### config.mk
export PLATFORM = sky130hd
export DESIGN_NAME = alu_sequencer
export DESIGN_NICKNAME = d
export VERILOG_FILES = /design/src/rtl/alu_sequencer.sv
export SDC_FILE = /design/constraint.sdc
export NUM_CORES = 1
export LEC_CHECK = 0
export CAP_MARGIN = 0
export CORE_AREA = 10 10 84 79
export CTS_BUF_LIST = sky130_fd_sc_hd__clkbuf_8
export CTS_CLUSTER_DIAMETER = 120
export DETAILED_ROUTE_END_ITERATION = 7
export DIE_AREA = 0 0 94 89
export PLACE_DENSITY = 0.8
export SETUP_SLACK_MARGIN = 0.4
export SYNTH_ARGS = -nofsm -noshare
export SYNTH_HDL_FRONTEND = slang
export SYNTH_SLANG_ARGS = --single-unit
### constraint.sdc
create_clock -name clk -period 1.7 [get_ports clk]
set_input_delay 0.255 -clock clk [delete_from_list [all_inputs] [get_ports clk]]
set_output_delay 0.255 -clock clk [all_outputs]
set_load 0.01 [all_outputs]
### src/rtl/alu_sequencer.sv
// -----------------------------------------------------------------------------
// alu_sequencer
//
// Command sequencer between the instruction decoder and the registers/alu
// pair. An ALU command runs a read-A / read-B / execute / write-back sequence.
// A load-immediate command writes `imm` straight to `dst`. Each command ends
// with a one-cycle `done` pulse.
//
// Ports
//   clk, rst            : clock and synchronous active-high reset
//   start, load_imm     : command request and command type (1 = load imm)
//   opcode, src_a,      : command fields, latched when the command is accepted
//   src_b, dst, imm
//   ready               : high while idle and able to accept a command
//   done, result        : completion pulse and value of the last write
//   reg_addr, reg_rd,   : register file access port
//   reg_wr, reg_wdata,
//   reg_rdata
//   alu_opcode, alu_a,  : ALU operand/opcode drive, plus the ALU result
//   alu_b, alu_y
// -----------------------------------------------------------------------------
module alu_sequencer (
  input  logic       clk,
  input  logic       rst,
  input  logic       start,
  input  logic       load_imm,
  input  logic [2:0] opcode,
  input  logic [1:0] src_a,
  input  logic [1:0] src_b,
  input  logic [1:0] dst,
  input  logic [7:0] imm,
  output logic       ready,
  output logic       done,
  output logic [7:0] result,
  output logic [1:0] reg_addr,
  output logic       reg_rd,
  output logic       reg_wr,
  output logic [7:0] reg_wdata,
  input  logic [7:0] reg_rdata,
  output logic [2:0] alu_opcode,
  output logic [7:0] alu_a,
  output logic [7:0] alu_b,
  input  logic [7:0] alu_y
);

  typedef enum logic [2:0] {
    IDLE = 3'd0,
    RD_A = 3'd1,
    RD_B = 3'd2,
    EXEC = 3'd3,
    WB   = 3'd4,
    DONE = 3'd5
  } state_t;

  state_t     state;
  logic [2:0] op_q;
  logic [1:0] src_b_q;
  logic [1:0] dst_q;
  logic [7:0] a_q;
  logic [7:0] b_q;
  logic [7:0] res_q;

  // The ALU is driven continuously from the latched opcode and operands.
  assign alu_opcode = op_q;
  assign alu_a      = a_q;
  assign alu_b      = b_q;

  // The outputs are registered. Each one is loaded on the edge that enters
  // the state it belongs to. This keeps the register file port glitch-free.
  // src_a needs no latch, because its address is loaded on the accept edge.
  always_ff @(posedge clk) begin
    if (rst) begin
      state     <= IDLE;
      op_q      <= '0;
      src_b_q   <= '0;
      dst_q     <= '0;
      a_q       <= '0;
      b_q       <= '0;
      res_q     <= '0;
      result    <= '0;
      ready     <= 1'b1;
      done      <= 1'b0;
      reg_addr  <= '0;
      reg_rd    <= 1'b0;
      reg_wr    <= 1'b0;
      reg_wdata <= '0;
    end else begin
      // NOTE: non-blocking defaults here are overridden by later assignments
      // in the case below. Every state therefore only states what differs,
      // and the port returns to idle values unless a state drives it.
      ready     <= 1'b0;
      done      <= 1'b0;
      reg_addr  <= '0;
      reg_rd    <= 1'b0;
      reg_wr    <= 1'b0;
      reg_wdata <= '0;

      case (state)
        IDLE: begin
          if (start) begin
            op_q    <= opcode;
            src_b_q <= src_b;
            dst_q   <= dst;
            if (load_imm) begin
              res_q     <= imm;
              reg_addr  <= dst;
              reg_wr    <= 1'b1;
              reg_wdata <= imm;
              state     <= WB;
            end else begin
              reg_addr <= src_a;
              reg_rd   <= 1'b1;
              state    <= RD_A;
            end
          end else begin
            ready <= 1'b1;
          end
        end
        RD_A: begin
          a_q      <= reg_rdata;
          reg_addr <= src_b_q;
          reg_rd   <= 1'b1;
          state    <= RD_B;
        end
        RD_B: begin
          b_q   <= reg_rdata;
          state <= EXEC;
        end
        EXEC: begin
          res_q     <= alu_y;
          reg_addr  <= dst_q;
          reg_wr    <= 1'b1;
          reg_wdata <= alu_y;
          state     <= WB;
        end
        WB: begin
          done   <= 1'b1;
          result <= res_q;
          state  <= DONE;
        end
        DONE: begin
          ready <= 1'b1;
          state <= IDLE;
        end
        default: begin
          ready <= 1'b1;
          state <= IDLE;
        end
      endcase
    end
  end

endmodule

Yosys cells after proc, flatten, opt, wreduce, memory -nomap -nowiden:

Cells that the tools add are included.
W data, S select, Z words.

* multiplexer cells: 21
* equality and inequality tests: 6
* reductions and logical operators: 5

Operator list (number)
* $mux W8: 4
* $pmux W8 S2: 2
* $pmux W3 S5: 1
* $eq A3 B2 Y1 const B: 2
* $mux W1: 6
* $mux W3: 2
* $pmux W1 S2: 3
* $pmux W2 S3: 1
* $mux W2: 2
* $ne A2 B2 Y1 const B: 2
* $reduce_or A4 Y1: 1
* $eq A3 B1 Y1 const B: 1
* $eq A3 B3 Y1 const B: 1
* $logic_not A3 Y1: 1
* $reduce_and A3 Y1: 1
* $reduce_and A2 Y1: 1
* $reduce_bool A2 Y1: 1

* bits in registers: 56

Depth between registers and ports, before layout:

* depth after elaboration: 3
* depth in mapped cells: 5

Worst setup path before layout:

OpenSTA, ideal clock, no wires.

* path type: reg-to-reg
* start point: reg state[0]
* end point: reg reg_addr[0]
* arrival time: 1334 ps
* path buffers: 2
* path slack: 302 ps
* cell stages (with the launch flop): 6
* clock period less this slack: 1398 ps
* path through: dfxtp_1 buf_6 or4b_4 buf_6 o22a_1 nor2_1

* cells in the longest elaborated chain, start to end: 2
* elaborated cells on any way between the ends: 4
* classes of those cells: eq/ne (2); mux (1); reduce/logical (1)

Ends and longest elaborated chain
* start, declared: line 55 `state_t state;`
* start signal, assigned: line 73 `state <= IDLE;`
* start signal, assigned: line 109 `state <= WB;`
* start signal, assigned: line 113 `state <= RD_A;`
* $eq A3 B2 Y1, or another cell as far along: line 98 `case (state)`
* $pmux W2 S3 (*): line 98
* end signal, assigned: line 106 `reg_addr <= dst;`
* end signal, assigned: line 111 `reg_addr <= src_a;`
* end signal, assigned: line 121 `reg_addr <= src_b_q;`
* end, declared: line 35 `output logic [1:0] reg_addr,`

Every way passes the cells marked *; elsewhere a longest branch is shown, timed or not.
A chain may end at the register's enable or synchronous reset.

Worst setup path after layout:

* start point: reg state[0]
* end point: reg reg_wdata[6]

* cells in the longest elaborated chain, start to end: 2
* elaborated cells on any way between the ends: 3
* classes of those cells: eq/ne (1); mux (1); reduce/logical (1)

Ends and longest elaborated chain
* $eq A3 B2 Y1 or $logic_not A3 Y1 (tied branches): line 98
* $pmux W8 S2 (*): line 98
* end signal, assigned: line 108 `reg_wdata <= imm;`
* end signal, assigned: line 133 `reg_wdata <= alu_y;`
* end, declared: line 38 `output logic [7:0] reg_wdata,`

Marked as above.

==> impl_metrics.ini <==
[synth]
syn_inst = 238
syn-num-nets = 275
yosysSeqAreaShare_pct = 50.9
synth_seq_cells = 56
syn_area_um2 = 2200
yosys_warnings = 0
yosysUniqueCellTypes = 30
syn_area_per_cell_um2 = 9.25

[floorplanning]
rows = 25
die-area_um2 = 8370
die_h_um = 89
core_um2 = 5000
die_x_um = 94
initial_core_util_pct = 44.0
pin_count = 78

[final_layout]
fill_cells = 385
n_antenna_cell = 0
drive_above_1_share_pct = 18.4
area_delta_synth_final_pct = 56.9
nets = 368

[routing]
drt_first_iter_violations = 158
vias = 2064
drcViolationCount = 0
viasPerCell = 5.17
wirelength_um = 6700
antenna_left = 0
drt_first_pass_iters = 4
wire_per_inst_um = 16.8

[placement]
io_buffers = 77
place.gp.congestion = 0.860
hpwl_um = 4550
place_ws_ns = 0.0259

[sta]
worst_pin_slew_ns = 0.324
setup_ws_ns = 0.354
finalMaxSlewViolations = 0
fin_setup_tns_ns = 0
period_share_pct = 79.2
hold_violations = 0
rsz0062_at_grt = yes
fin_worst_skew_ns = 0.00484
max_freq_mhz = 743
period_minus_slack_ns = 1.35
setup_viol = 0
slew_headroom_pct = 78.1

[power_and_ir_drop]
p_per_area_nw_per_um2 = 1000
sw_frac_of_total_pct = 29.2
clkPwrFrac_pct = 25.0
peakVddDrop_mv = 0.688
intPower_mw = 2.45
p_sw_mw = 1.01
pwr-share-seq_pct = 44.7
p_comb_share_pct = 30.3
power_mw = 3.46
leakagePower_nw = 1.44

[global_routing]
grt_first_pass_wirelength_um = 10600
grt_antenna_before_repair = 0
grt_usage_pct = 15.9
grt_max_degree = 32
grt_pass1_vias = 2065
gr-total-overflow = 0

[cts]
clkSinkCount = 56
cts_tree = yes
cts_made_buffers = 5
clock_latency_ns = 0.31
htree_levels = 2
cts_root_buffer = clkbuf_8
cts.path.max_buffers = 2
clk_pin_slew_ns = 0.10

[outcome]
status = finished clean

[setup_path]
crit_required_ns = 1.95
crit_path_end_kind = flip-flop
worstSetupPathType = flip-flop to flip-flop
arrival_ns = 1.60
critPathMaxFanout = 8
startpoint_type = flip-flop

[job]
maxCapViolCount = 0

[min_path]
hold_path.class = flip-flop to flip-flop
[cell type report]
type	instances	area, um2	share of cell area (%)
sequential	56	1130	32.8
multi-input combinational	160	1120	32.5
timing repair buffer	104	987	28.6
tap	67	83.8	2.43
clock buffer	5	68.8	1.99
clock inverter	3	42.5	1.23
inverter	4	15.0	0.435
[metal layers]
layer  GRT usage [%]  part of all wire [%]  up-vias
met2            26.4                    50       73
met4            5.52                   1.3        0
met3            4.37                   8.0       10
li1                -                     -     1007
met5               0                     0        -
met1            19.3                    40      974
[worst paths after layout]
| path | start | endpoint | slack [ns] | cells past startpoint |
|---|---|---|---|---|
| hold / removal | alu_opcode[0] | alu_opcode[0] | 0.45 | 2 |
| setup / recovery | state[0] | reg_wdata[6] | 0.35 | 4 |
| hold reg to reg | alu_opcode[0] | alu_opcode[0] | 0.45 | 2 |
| setup reg to reg | state[0] | reg_wdata[6] | 0.35 | 4 |
[registers in the layout (all words and copies together), names as in the netlist]
name,count
alu_a,8
alu_b,8
reg_wdata,8
res_q,8
result,8
alu_opcode,3
state,3
dst_q,2
reg_addr,2
src_b_q,2
done,1
ready,1
reg_rd,1
reg_wr,1
[cell usage in the layout (no fill, tap or decap), types with 7 or more instances in the layout]
master and count:
buf_6 9, mux2i_1 28, nor2_1 28, nand2_1 32, clkdlybuf4s50_1 35, a21oi_2 7, nand3_1 15, dfxtp_1 53
buf_4 15, dlygate4sd2_1 42, a21oi_1 9
[critical path, stage by stage, from the launching register on]
cell and delay (ns):
dfxtp_4 0.39, buf_6 0.12, nand4bb_4 0.23, a211o_4 0.42, a21oi_2 0.13
[stage by stage]
stage	std cells	cell area, um2	hold WS (ns)	utilization (%)
floorplan	238	2210	0.391	-
global placement	380	3100	0.443	61.9
detailed placement	380	3100	0.445	61.9
CTS	395	3320	0.456	66.4
global route	399	3450	0.483	69.0
finish	399	3450	0.454	69.0
[kinds of logic (layout without fill, tap and decap cells)]
logic type,count (synthesis),after routing,share of synthesized area [%]
XOR/XNOR,1,1,0.398
flip-flops,56,56,50.9
buffers and inverters,23,116,5.06
AND/OR/NAND/NOR,92,93,19.9
AO/OA/AOI/OAI,38,38,11.0
multiplexers,28,28,12.7
[cell usage after synthesis (all sizes together)]
cell type,count,share of area (%)
dfxtp,56,51
nand2,32,5.5
mux2i,28,13
nor2,28,4.8
nand3,17,3.9
a21oi,16,3.6
clkbuf,11,1.9
buf,8,2.5
a31oi,6,1.7
a22oi,5,1.7
inv,4,0.68
o21a,4,1.4
nor3,3,0.68
nor3b,3,1.0
a41oi,2,0.80
nor4,2,0.57
o22a,2,0.80
a211o,1,0.40
a21boi,1,0.34
and3b,1,0.40
nand2b,1,0.28
nand3b,1,0.34
nand4bb,1,0.51
nor2b,1,0.28
nor4b,1,1.1
o21ai,1,0.23
or4b,1,0.63
xnor2,1,0.40
[power by group through the flow]
stage                     logic, mW  registers (mW)  clock network (mW)
after detailed placement      0.862            1.58                   0
after global placement        0.848            1.58                   0
after floorplan               0.482            1.57                   0
after CTS                     0.952            1.54               0.880
after global routing           1.14            1.56               0.940
final                          1.05            1.54               0.863
[what timing repair did]
action	CTS	global route
cloned	2	0
endpoints found under the setup margin	94	49
hold buffers	0	0
resized for setup	70	18
pin swaps	7	12
setup buffers	5	4
(Power assumes the default switching activity.)
==> variant, RTL diff (same flow settings) <==
The 6 states of `state_t` get a one-hot encoding in 6 bits.
--- a/src/rtl/alu_sequencer.sv
+++ b/src/rtl/alu_sequencer.sv
@@ -45,9 +45,9 @@
 
-  typedef enum logic [2:0] {
-    IDLE = 3'd0,
-    RD_A = 3'd1,
-    RD_B = 3'd2,
-    EXEC = 3'd3,
-    WB   = 3'd4,
-    DONE = 3'd5
+  typedef enum logic [5:0] {
+    IDLE = 6'b000001,
+    RD_A = 6'b000010,
+    RD_B = 6'b000100,
+    EXEC = 6'b001000,
+    WB   = 6'b010000,
+    DONE = 6'b100000
   } state_t;
Function: same outputs for any inputs over 10 cycles, from zero or initial values and one cycle with rst high; not proved beyond that.
==> variant against the original RTL <==
Worst setup slack got worse by 240 ps. Global-route usage is 0.23 points higher. Sequential cell count is 3 higher. Largest cell class is now multi-input gates. Area after synthesis increased by 0.23%. Cell count shrank 1.3%. Critical path type unchanged. Worst hold slack lost 61 ps. Cell area up 7.3%. Wire length grew 1.8%. Clock skew increased by 3.2 ps. Fmax is 15% lower.
Power is not compared: it rests on default switching activity, and its combinational part moved more than twofold at a synthesized area within 25%.
==> variant: results (changes against the original RTL) <==
Pwr
  • Leakage: 0.00173 uW
  • Peak supply drop: 0.733 mV

Drt
  • WL/cell: 17.3 microns (+3.1%)
  • DRT Pass-1 Iters: 5 (+1)
  • Vias per cell: 5.17 (about the same)
  • DR iter-0 viols: 50 (-68%)

Yosys
  • Netlist cell types: 32 (+6.7%)
  • Most area-consuming cells after synthesis: dfxtp_1 (54%), mux2i_1 (11%), nor2_1 (5.1%)
  • Seq/Total Area, Yosys: 0.535 (+0.0261)
  • Main synth FF type: dfxtp_1
  • Commonest cells post-synth: dfxtp_1 (59), nor2_1 (30), nand2_1 (28)
  • Syn nets: 255 (-7.3%)
  • Yosys synthesis warning count: 0 (unchanged)
  • Fraction of registers with async set/reset: 0 (unchanged)

Floorplanning
  • Core area: 0.00500 sq mm (unchanged)

Layout
  • Diodes inserted: 0 (unchanged)
  • Share of layout cells above drive strength 1: 0.336 (+0.153)
  • Final net count: 359 (-2.4%)
  • Fill cells: 350 (-9.1%)

Timing
  • Clock skew: 8.07 ps (+3.23 ps)
  • Pin slew with the least headroom to its limit: 579 ps (+254 ps)

Placement
  • PortBufs: 77 (unchanged)
  • HPWL Detailed: 4300 microns (-5.5%)
  • GPL Wtd Cong: 0.776 (-9.8%)

Global route
  • Initial antenna violation count: 0 (unchanged)
  • Vias in the first global route: 2,060 (-0.24%)
  • Tot GR Track Use: 0.161 (+0.00230)
  • Largest net degree at the start of global routing: 26 (-19%)
  • First-pass GRT wire length: 10,400 microns (-2.0%)

Run status
  • Run status: finished, final reports clean

CTS
  • Num CTS Buffers: 9 (+4)
  • Root Buffer: clkbuf_8
  • Clock Path Buffers: 2 (unchanged)
  • H-tree lvl count: 3 (+1)
  • Clk pin slew, worst setup/hold paths: 70 ps (-30 ps)
  • Worst skew pair latency: 340 ps (+30 ps)

Critical path
  • CP top delay family: simple AND/OR/NAND/NOR gates
  • CP peak stage delay: 360 ps (-60 ps)
  • Critical-path top delay cell: dfxtp_4
  • CP Data Arrival Time: 1840 ps (+240 ps)
  • Peak fanout along the critical path: 4 (-4)

Worst hold path
  • HP Class: input port to flip-flop
==> variant: worst reg2reg max path, delay by kind of cell (launching register included) <==
kind	cells	cell delay, ps
simple gates	3	740
buf+inv	2	300
compound gates	1	90
flops	1	360
==> variant: cell families (layout without fill, tap and decap cells) <==
| family | Yosys count | in the layout | synth area share |
|---|---|---|---|
| XOR/XNOR | 1 | 1 | 0.00397 |
| AND/OR/NAND/NOR | 86 | 86 | 0.186 |
| flip-flops | 59 | 59 | 0.535 |
| multiplexers | 27 | 27 | 0.124 |
| AO/OA/AOI/OAI | 29 | 30 | 0.107 |
| buffers and inverters | 16 | 124 | 0.0437 |
==> variant: report_power, final <==
group	switching (uW)	internal, uW
combinational	225	254
sequential	29.8	1440
clock	556	597
total	810	2290
==> variant: path summary, 6_finish.rpt <==
kind                 start          end  slack (ps)  cells after the start
hold reg to reg   alu_a[0]     alu_a[0]         460                      2
setup / recovery  state[3]  reg_addr[1]         110                      6
hold / removal         rst     state[3]         390                      2
setup reg to reg  state[3]  reg_addr[1]         110                      6
==> variant: timing repair <==
item / in CTS / in global routing
endpoints found under the hold margin: 0 / 0
pin swaps: 25 / 31
buffers inserted: 8 / 3
gates cloned: 3 / 1
setup endpoints to repair: 97 / 59
gates resized for setup: 97 / 27
==> variant: final cells by class <==
cell class	instances	area (sq um)	share of cell area
inverter	2	7.51	0.00203
clock inverter	5	28.8	0.00777
timing repair buffer	106	1020	0.277
sequential	59	1190	0.322
clock buffer	11	151	0.0409
multi-input combinational	144	1210	0.328
tap	67	83.8	0.0226
==> variant: stage by stage <==
step	setup WS (ps)	instance area (sq um)	TNS [ps]	instances
floorplan	196	2220	0	218
global placement	-12.4	3090	-12.4	363
detailed placement	-41.3	3090	-41.3	363
CTS	164	3550	0	390
global route	40.4	3700	0	394
finish	113	3700	0	394
==> variant: per-layer routing <==
metal | track usage | part of all wire | vias up
met4 | 0.0579 | 0.016 | 0
li1 | - | - | 968
met1 | 0.162 | 0.38 | 980
met3 | 0.0856 | 0.095 | 10
met5 | 0 | 0 | -
met2 | 0.279 | 0.51 | 79
